--- config.mk ---
export PLATFORM = sky130hd
export DESIGN_NAME = systolic_result_drain_flat
export DESIGN_NICKNAME = d
export VERILOG_FILES = /design/src/rtl/systolic_result_drain_if.sv /design/src/rtl/systolic_result_drain.sv /design/src/flat_wrapper.sv
export SDC_FILE = /design/constraint.sdc
export NUM_CORES = 1
export LEC_CHECK = 0
export CORE_MARGIN = 4
export CORE_UTILIZATION = 53
export DETAILED_ROUTE_END_ITERATION = 7
export HOLD_SLACK_MARGIN = 0.06
export PLACE_DENSITY = 0.8
export SLEW_MARGIN = 20
export SYNTH_ARGS = -nofsm -noshare
export SYNTH_HDL_FRONTEND = slang
export SYNTH_SLANG_ARGS = --single-unit
--- constraint.sdc ---
create_clock -name clk -period 4.7 [get_ports clk]
set_input_delay 0.94 -clock clk [delete_from_list [all_inputs] [get_ports clk]]
set_output_delay 0.94 -clock clk [all_outputs]
set_load 0.005 [all_outputs]
--- src/rtl/systolic_result_drain_if.sv ---
// Drained-row output stream of the systolic result drain.
//   out_data  : drained word, column order within a row
//   out_valid : out_data is valid
//   out_ready : downstream accepts the beat when out_valid && out_ready
//   out_last  : marks the column N-1 word of a row
// The drain block uses the master modport, the downstream consumer the slave modport.
interface systolic_result_drain_if #(
  parameter int W = 32
) ();
  logic [W-1:0] out_data;
  logic         out_valid;
  logic         out_ready;
  logic         out_last;

  modport master (
    output out_data,
    output out_valid,
    output out_last,
    input  out_ready
  );

  modport slave (
    input  out_data,
    input  out_valid,
    input  out_last,
    output out_ready
  );
endinterface

--- src/rtl/systolic_result_drain.sv ---
// Systolic result drain: collects the skewed results leaving the bottom edge of an
// N-column MAC array, de-skews them into complete rows held in two ping-pong banks,
// and streams each row out one word per beat, column 0 first.
//   clk      : clock, all state on the rising edge
//   rst      : asynchronous, active-high reset
//   col_sum  : column results, column k at [k*W +: W]
//   col_vld  : per-column valid, column k lags column 0 by k cycles
//   drain    : output stream (out_data/out_valid/out_ready/out_last)
//   ovf      : sticky, a row was dropped because no bank was free
//   ovf_clr  : synchronous clear of ovf (a same-cycle new overflow wins)
module systolic_result_drain #(
  parameter int N = 4,
  parameter int W = 32
) (
  input  logic                      clk,
  input  logic                      rst,
  input  logic [N*W-1:0]            col_sum,
  input  logic [N-1:0]              col_vld,
  systolic_result_drain_if.master   drain,
  output logic                      ovf,
  input  logic                      ovf_clr
);

  localparam int IW = (N > 1) ? $clog2(N) : 1;
  localparam logic [IW-1:0] LAST = IW'(N - 1);

  // A token follows each row down the skew so that column k knows which bank the
  // row was given, or that the row was dropped. tok[j] lines up with column j+1.
  typedef struct packed {
    logic vld;
    logic bank;
    logic drop;
  } token_t;

  token_t         tok [N-1];
  logic [W-1:0]   mem [2][N];
  logic [1:0]     busy;
  logic [1:0]     done;
  logic           wptr;
  logic           rptr;
  logic [IW-1:0]  ridx;

  logic           alloc;
  logic           start_drop;
  logic           accept;
  logic           release_row;
  logic [N-1:0]   wr_en;
  logic [N-1:0]   wr_bank;

  // Busy is the registered value, so a bank released this cycle still looks busy
  // to a row starting this cycle and that row is dropped.
  assign alloc       = col_vld[0] && !busy[wptr];
  assign start_drop  = col_vld[0] &&  busy[wptr];
  assign accept      = done[rptr] && drain.out_ready;
  assign release_row = accept && (ridx == LAST);

  assign drain.out_valid = done[rptr];
  assign drain.out_last  = done[rptr] && (ridx == LAST);
  assign drain.out_data  = done[rptr] ? mem[rptr][ridx] : '0;

  always_comb begin
    // NOTE: every output gets a default first so no path leaves it unassigned (no latch).
    wr_en      = '0;
    wr_bank    = '0;
    wr_en[0]   = alloc;
    wr_bank[0] = wptr;
    for (int k = 1; k < N; k++) begin
      // A column valid with no live token is a skew violation and is ignored.
      wr_en[k]   = col_vld[k] && tok[k-1].vld && !tok[k-1].drop;
      wr_bank[k] = tok[k-1].bank;
    end
  end

  // NOTE: sequential state uses non-blocking assignments so every register sees the
  // pre-edge values of the others, regardless of statement order.
  always_ff @(posedge clk or posedge rst) begin
    if (rst) begin
      busy <= '0;
      done <= '0;
      wptr <= 1'b0;
      rptr <= 1'b0;
      ridx <= '0;
      ovf  <= 1'b0;
      for (int j = 0; j < N - 1; j++) begin
        tok[j] <= '0;
      end
    end else begin
      tok[0].vld  <= col_vld[0];
      tok[0].bank <= wptr;
      tok[0].drop <= start_drop;
      for (int j = 1; j < N - 1; j++) begin
        tok[j] <= tok[j-1];
      end

      if (alloc) begin
        wptr       <= ~wptr;
        busy[wptr] <= 1'b1;
      end

      if (start_drop) begin
        ovf <= 1'b1;
      end else if (ovf_clr) begin
        ovf <= 1'b0;
      end

      if (accept) begin
        ridx <= release_row ? '0 : ridx + IW'(1);
      end

      // The released bank is busy and the allocated bank is free, so these never
      // touch the same bank in one cycle.
      if (release_row) begin
        rptr       <= ~rptr;
        busy[rptr] <= 1'b0;
        done[rptr] <= 1'b0;
      end

      if (wr_en[N-1]) begin
        done[wr_bank[N-1]] <= 1'b1;
      end
    end
  end

  // NOTE: the row storage has no reset; a bank is only read once its done flag is
  // set, and done is cleared by reset, so stale contents are never visible.
  always_ff @(posedge clk) begin
    for (int k = 0; k < N; k++) begin
      if (wr_en[k]) begin
        mem[wr_bank[k]][k] <= col_sum[k*W +: W];
      end
    end
  end

endmodule

--- src/flat_wrapper.sv ---
// flat-port wrapper written by rule: the top's interface ports become plain ports
module systolic_result_drain_flat 
#(
  parameter int N = 4,
  parameter int W = 32
)
  (clk, rst, col_sum, col_vld, ovf, ovf_clr, drain_out_data, drain_out_valid, drain_out_last, drain_out_ready);
  systolic_result_drain_if #(.W(W)) drain_i ();
  input  logic clk;
  input  logic rst;
  input  logic [N*W-1:0] col_sum;
  input  logic [N-1:0] col_vld;
  output logic ovf;
  input  logic ovf_clr;
  output wire logic [$bits(drain_i.out_data)-1:0] drain_out_data;
  output wire logic [$bits(drain_i.out_valid)-1:0] drain_out_valid;
  output wire logic [$bits(drain_i.out_last)-1:0] drain_out_last;
  input wire logic [$bits(drain_i.out_ready)-1:0] drain_out_ready;
  assign drain_out_data = drain_i.out_data;
  assign drain_out_valid = drain_i.out_valid;
  assign drain_out_last = drain_i.out_last;
  assign drain_i.out_ready = drain_out_ready;
  systolic_result_drain #(.N(N), .W(W)) u_core (.clk(clk), .rst(rst), .col_sum(col_sum), .col_vld(col_vld), .drain(drain_i), .ovf(ovf), .ovf_clr(ovf_clr));
endmodule
# Word level (Yosys, flattened, before mapping)
# Memories as Yosys holds them, arrays and structs flattened.
# Cells that the tools add are included.
dict set report classes {
  bitwise 8
  order_cmp 7
  n_reduce_logical 19
  muxes 29
  n_eq_ne 1
  addsub 1
}
# operator count
set ops {}
lappend ops {{two-way mux 32 bit} 3}
lappend ops {{binary-select mux 32 bit (select 2 bit)} 1}
lappend ops {{two-way mux 1 bit} 17}
lappend ops {{logical AND 1 bit} 14}
lappend ops {{two-way mux 2 bit} 5}
lappend ops {{< comparator 1 x 2 -> 1 bit, second input constant} 3}
lappend ops {{AND 2 bit} 2}
lappend ops {{zero test 1 bit} 4}
lappend ops {{OR 2 bit} 2}
lappend ops {{demux 1 bit (select 1 bit)} 3}
lappend ops {{>= comparator 1 bit, second input constant} 3}
lappend ops {{>= comparator 3 bit, second input constant} 1}
lappend ops {{inverter 2 -> 3 bit} 1}
lappend ops {{adder 2 x 1 -> 2 bit, second input constant} 1}
lappend ops {{== test 2 bit, second input constant} 1}
lappend ops {{inverter 1 bit} 2}
lappend ops {{inverter 2 bit} 1}
lappend ops {{nonzero test 2 bit} 1}
dict set report totals {
  register_bits 18
  inputBits 136
  out_inout_bits 35
  memories 1
  ramBits 256
}
# name depth word_bits rd rd_ports_with_merged_regs wr line_no
set mem_list {}
lappend mem_list {u_core.mem 2 128 1 0 4 systolic_result_drain.sv:36} ;# logic [W-1:0] mem [2][N];

# Depth between registers and ports, before layout
# Gate-level depths: netlist (run 1).
dict set report logic_depth {
  ltp_word 9
  mapped_depth 6
}

# Worst setup path before layout (run 1)
# Ideal clock, no wire load.
dict set report synth_timing {
  kind {input port to flip-flop}
  startpoint {input col_vld[0]}
  endpoint {memory u_core.mem[0][100] (netlist name), enable pin}
  t_arrival_ps 3400
  setup_slack_ps 828
  path_buffers 0
  setup_time_ps 472
  path_stages 1
  required_ps 4228
  path_cell_list {nor3b_1}
}
# element line_no
set synth_lines {}
lappend synth_lines {{start, declared} flat_wrapper.sv:12} ;# input logic [N-1:0] col_vld;
lappend synth_lines {{end, declared} systolic_result_drain.sv:36}

# Worst setup path after layout (run 1)
dict set report layout_timing {
  startpoint {register u_core.rptr}
  endpoint {output drain_out_data[3]}
}
dict set report layout_between {
  elab_chain_cells 5
  word_cells_on_any_way 7
  classes_between {mux: 6; memory: 1}
}
# element line_no
set layout_lines {}
lappend layout_lines {{start, declared} systolic_result_drain.sv:40} ;# logic rptr;
lappend layout_lines {{start signal, assigned} systolic_result_drain.sv:113} ;# rptr <= ~rptr;
lappend layout_lines {{memory read (2 x 128 bit)} --}
lappend layout_lines {{binary-select mux 32 bit (select 2 bit)} systolic_result_drain.sv:59} ;# assign drain.out_data = done[rptr] ? mem[rptr][ridx] : '0;
lappend layout_lines {{two-way mux 32 bit (not written as such) (2 in a row)} systolic_result_drain.sv:59}
lappend layout_lines {{two-way mux 32 bit (*)} systolic_result_drain.sv:59}
lappend layout_lines {{end, declared} flat_wrapper.sv:15} ;# output wire logic [$bits(drain_i.out_data)-1:0] drain_out_data;
# Every way passes the cells marked *; elsewhere a longest branch is shown, timed or not. The select of a mux whose other input is x is not followed.

==> results of run 1 <==
worst min path at each step:
| stage | start | endpoint | depth (start not counted) |
|---|---|---|---|
| 6_report | u_core.tok[5] | u_core.tok[2] | 0 |
| 5_1_grt | u_core.tok[5] | u_core.tok[2] | 0 |
| 4_1_cts | u_core.tok[5] | u_core.tok[2] | 0 |
| 3_5_place_dp | u_core.tok[5] | u_core.tok[2] | 0 |
| 3_3_place_gp | u_core.tok[8] | u_core.tok[5] | 0 |
| 2_1_floorplan | u_core.tok[5] | u_core.tok[2] | 0 |
power by group:
group | internal, µW | leakage (µW) | switching (µW)
registers | 3000 | 0.00254 | 180
clock network | 1210 | 0.000411 | 855
logic | 1150 | 0.00149 | 1300
cell usage in the layout, fill, tap and decap left out, drive strengths merged:
cell           instances
a211oi                32
a21o                   2
and2                   1
buf                   13
bufinv                 3
clkbuf                31
clkdlybuf4s50        170
clkinv                12
clkinvlp               1
dfrtp                 18
diode                  5
edfxtp               256
ha                     1
inv                    5
mux2                  99
mux2i                  1
nand2                  7
nand2b                 2
nand3                  3
nand3b                 1
nor2                   4
nor2b                 33
nor3                  34
nor3b                  3
o21ai                 35
o21bai                 1
o22a                   2
o22ai                 32
or2                    1
critical path: cells and delay by family, from the launching register on:
kind            cells  cell delay (ns)
buf+inv             3             1.29
flops               1             0.88
simple gates        1             0.40
compound gates      1             0.10
flip-flops by register name, summed over array words and instances (netlist names):
register and count:
u_core.done 2, u_core.mem 256, u_core.tok 9, u_core.ridx 2, u_core.ovf 1, u_core.rptr 1, u_core.wptr 1, u_core.busy 2
cells in the mapped netlist (7+ instances only):
cell,instances,area share [%]
clkbuf_1,11,0.39
o22ai_1,30,1.8
nor2b_1,33,1.9
dfrtp_1,18,4.2
o21ai_0,25,1.2
mux2_1,54,5.7
buf_2,12,0.56
o21ai_1,10,0.47
buf_6,10,1.1
a211oi_1,32,2.2
mux2_2,41,4.3
nor3_1,32,1.5
nand2_1,7,0.25
edfxtp_1,256,72
cells by family (layout without fill, tap and decap cells):
group / count (synthesis) / after routing / share of synthesized area [%]
multiplexers: 100 / 100 / 10.63
buffers and inverters: 40 / 235 / 2.451
adder cells (fa/ha/maj): 1 / 1 / 0.1167
flip-flops: 274 / 274 / 75.92
AO/OA/AOI/OAI: 104 / 104 / 6.233
AND/OR/NAND/NOR: 89 / 89 / 4.646
other: 0 / 5 / 0
metal layers:
| metal | routed length (µm) | up-vias | track usage, % | part of all wire, % |
|---|---|---|---|---|
| met5 | 13 | - | 0 | 0.053 |
| met4 | 692 | 2 | 7.640 | 2.8 |
| met3 | 1726 | 50 | 3.642 | 7.0 |
| met2 | 12040 | 257 | 33.63 | 49 |
| met1 | 10280 | 3081 | 30.79 | 42 |
| li1 | - | 2759 | - | - |
layout make-up:
| class | instances | area [µm²] | share of cell area, % |
|---|---|---|---|
| sequential | 274 | 8142 | 60.26 |
| inverter | 5 | 18.77 | 0.1389 |
| antenna | 5 | 12.51 | 0.09260 |
| clock buffer | 31 | 690.7 | 5.112 |
| tap | 265 | 331.6 | 2.454 |
| timing repair buffer | 183 | 1812 | 13.41 |
| clock inverter | 16 | 148.9 | 1.102 |
| multi-input combinational | 294 | 2356 | 17.44 |
per-stage QoR:
step | hold slack [ns] | cells | total power [µW] | area [µm²]
after floorplan | 0.3535 | 608 | 4534 | 10720
after global placement | 0.3576 | 1021 | 5586 | 12660
after detailed placement | 0.3619 | 1021 | 5648 | 12660
after CTS | 0.3799 | 1068 | 7717 | 13500
after global routing | 0.3857 | 1072 | 8006 | 13510
final | 0.3798 | 1073 | 7704 | 13510
==> summary.txt, run 1 <==
Run status
  – Status: complete, no violations

Global route
  – Total GRT Usage: 21.46%
  – Total gr overflow: 0
  – First-pass GRT wire length: 36520 µm
  – Pin count of the biggest net entering global routing: 74
  – Antenna violations before repair: 5
  – Vias in the first global route: 6229

Critical path
  – Worst setup SP type: flip-flop
  – CP Cell Sequence: buf_12, buf_4, a211oi_1, nor3_1, clkdlybuf4s50_1
  – Worst reg2reg startpoint: u_core.rptr
  – Critical Path Source: u_core.rptr
  – WS Path Type: reg -> out
  – Worst Reg-to-Reg Cells: 3
  – Critical Path End: drain_out_data[3]
  – Crit-path max cell delay: 0.88 ns
  – Required @ worst endpoint: 3.76 ns
  – Slowest stage cell on the critical path: dfrtp_4
  – Critical R2R Capture: u_core.ridx[1]
  – Worst Path Max Fanout: 73
  – Crit. End Element: output port
  – CP arrival: 3.26 ns
  – R2R setup slack: 2.66 ns

Timing
  – Period utilisation layout: 89.29%
  – Final setup vio count: 0
  – RSZ-0062 raised after global routing: no
  – Peak Freq: 238.3 MHz
  – Final Hold Vio Count: 0
  – Post-route setup TNS: 0 ns
  – Layout Skew: 0.02166 ns
  – Min Tclk post-route: 4.197 ns
  – Worst-Margin Slew: 1.041 ns
  – Setup ws final: 0.5034 ns
  – Slew margin rel.: 30.46%
  – Final Max Slew Viols: 0

Route
  – Pre-antenna DRT Iters: 7
  – DRC: 0
  – Post-Route WL: 24750 µm
  – Via count: 6149
  – Routed Antenna Nets: 0
  – 1st-iter DRT viols: 439
  – Vias per inst: 5.731
  – WL/cell: 23.06 µm

Placed design
  – Setup Slack @ Placement: 1.106 ns
  – Port Buffers: 170
  – Hpwl dp: 16290 µm
  – GP Congestion: 0.8512

Floorplanning
  – Rows: 51
  – Die area: 22560 µm²
  – Starting Density: 54.54%
  – Die width: 150.2 µm
  – Core area: 19650 µm²
  – Io pins: 171
  – Die height: 150.2 µm

Finish
  – FILL cells: 1277
  – Share of layout cells above drive strength 1: 13.45%
  – Synth-to-layout area growth: 26.05%
  – Final nets: 922
  – Fin util: 68.75%

CTS
  – Reg clk slew, reported paths: 0.06 ns
  – CTS tree: yes
  – CTS Root Cell: clkbuf_16
  – CTS H-Tree Depth: 1
  – Post-cts hold buffer count: 0
  – Clk_lat worst skew: 0.53 ns
  – Postcts setup bufs: 0
  – CTS Buffer Depth: 3
  – CTS sink count: 274
  – Clock buffer count from CTS: 27
  – Resized cells post-CTS: 0

Pwr
  – VDD IR-drop max: 0.3260 mV
  – PD cells: 570.1 nW/µm²
  – Leakage: 0.004435 µW

Synth
  – EDFF count, synth: 256
  – Warnings, synthesis: 0
  – Ys async rst share: 6.569%
  – Netlist Area Pre-Place: 10720 µm²
  – Synth Flop Type: edfxtp_1
  – Post-Syn Nets: 745
  – Syn Inst Count: 608
  – Mean post-synth cell area: 17.63 µm²
  – Register area share after synthesis: 75.92%
  – Flops & latches, synth: 274
  – Distinct cell type count of the synthesized netlist: 31

Hold path
  – Hold Path Class: reg -> reg

Run
  – Max Cap Viol: 0
No activity file was read; power rests on OpenSTA's default activity.
==> run 2: changes to the inputs <==
SKIP_CTS_REPAIR_TIMING = 1   (was unset)
==> results of run 2 <==
No change in the layout: final DEF, timing and power equal those of run 1.
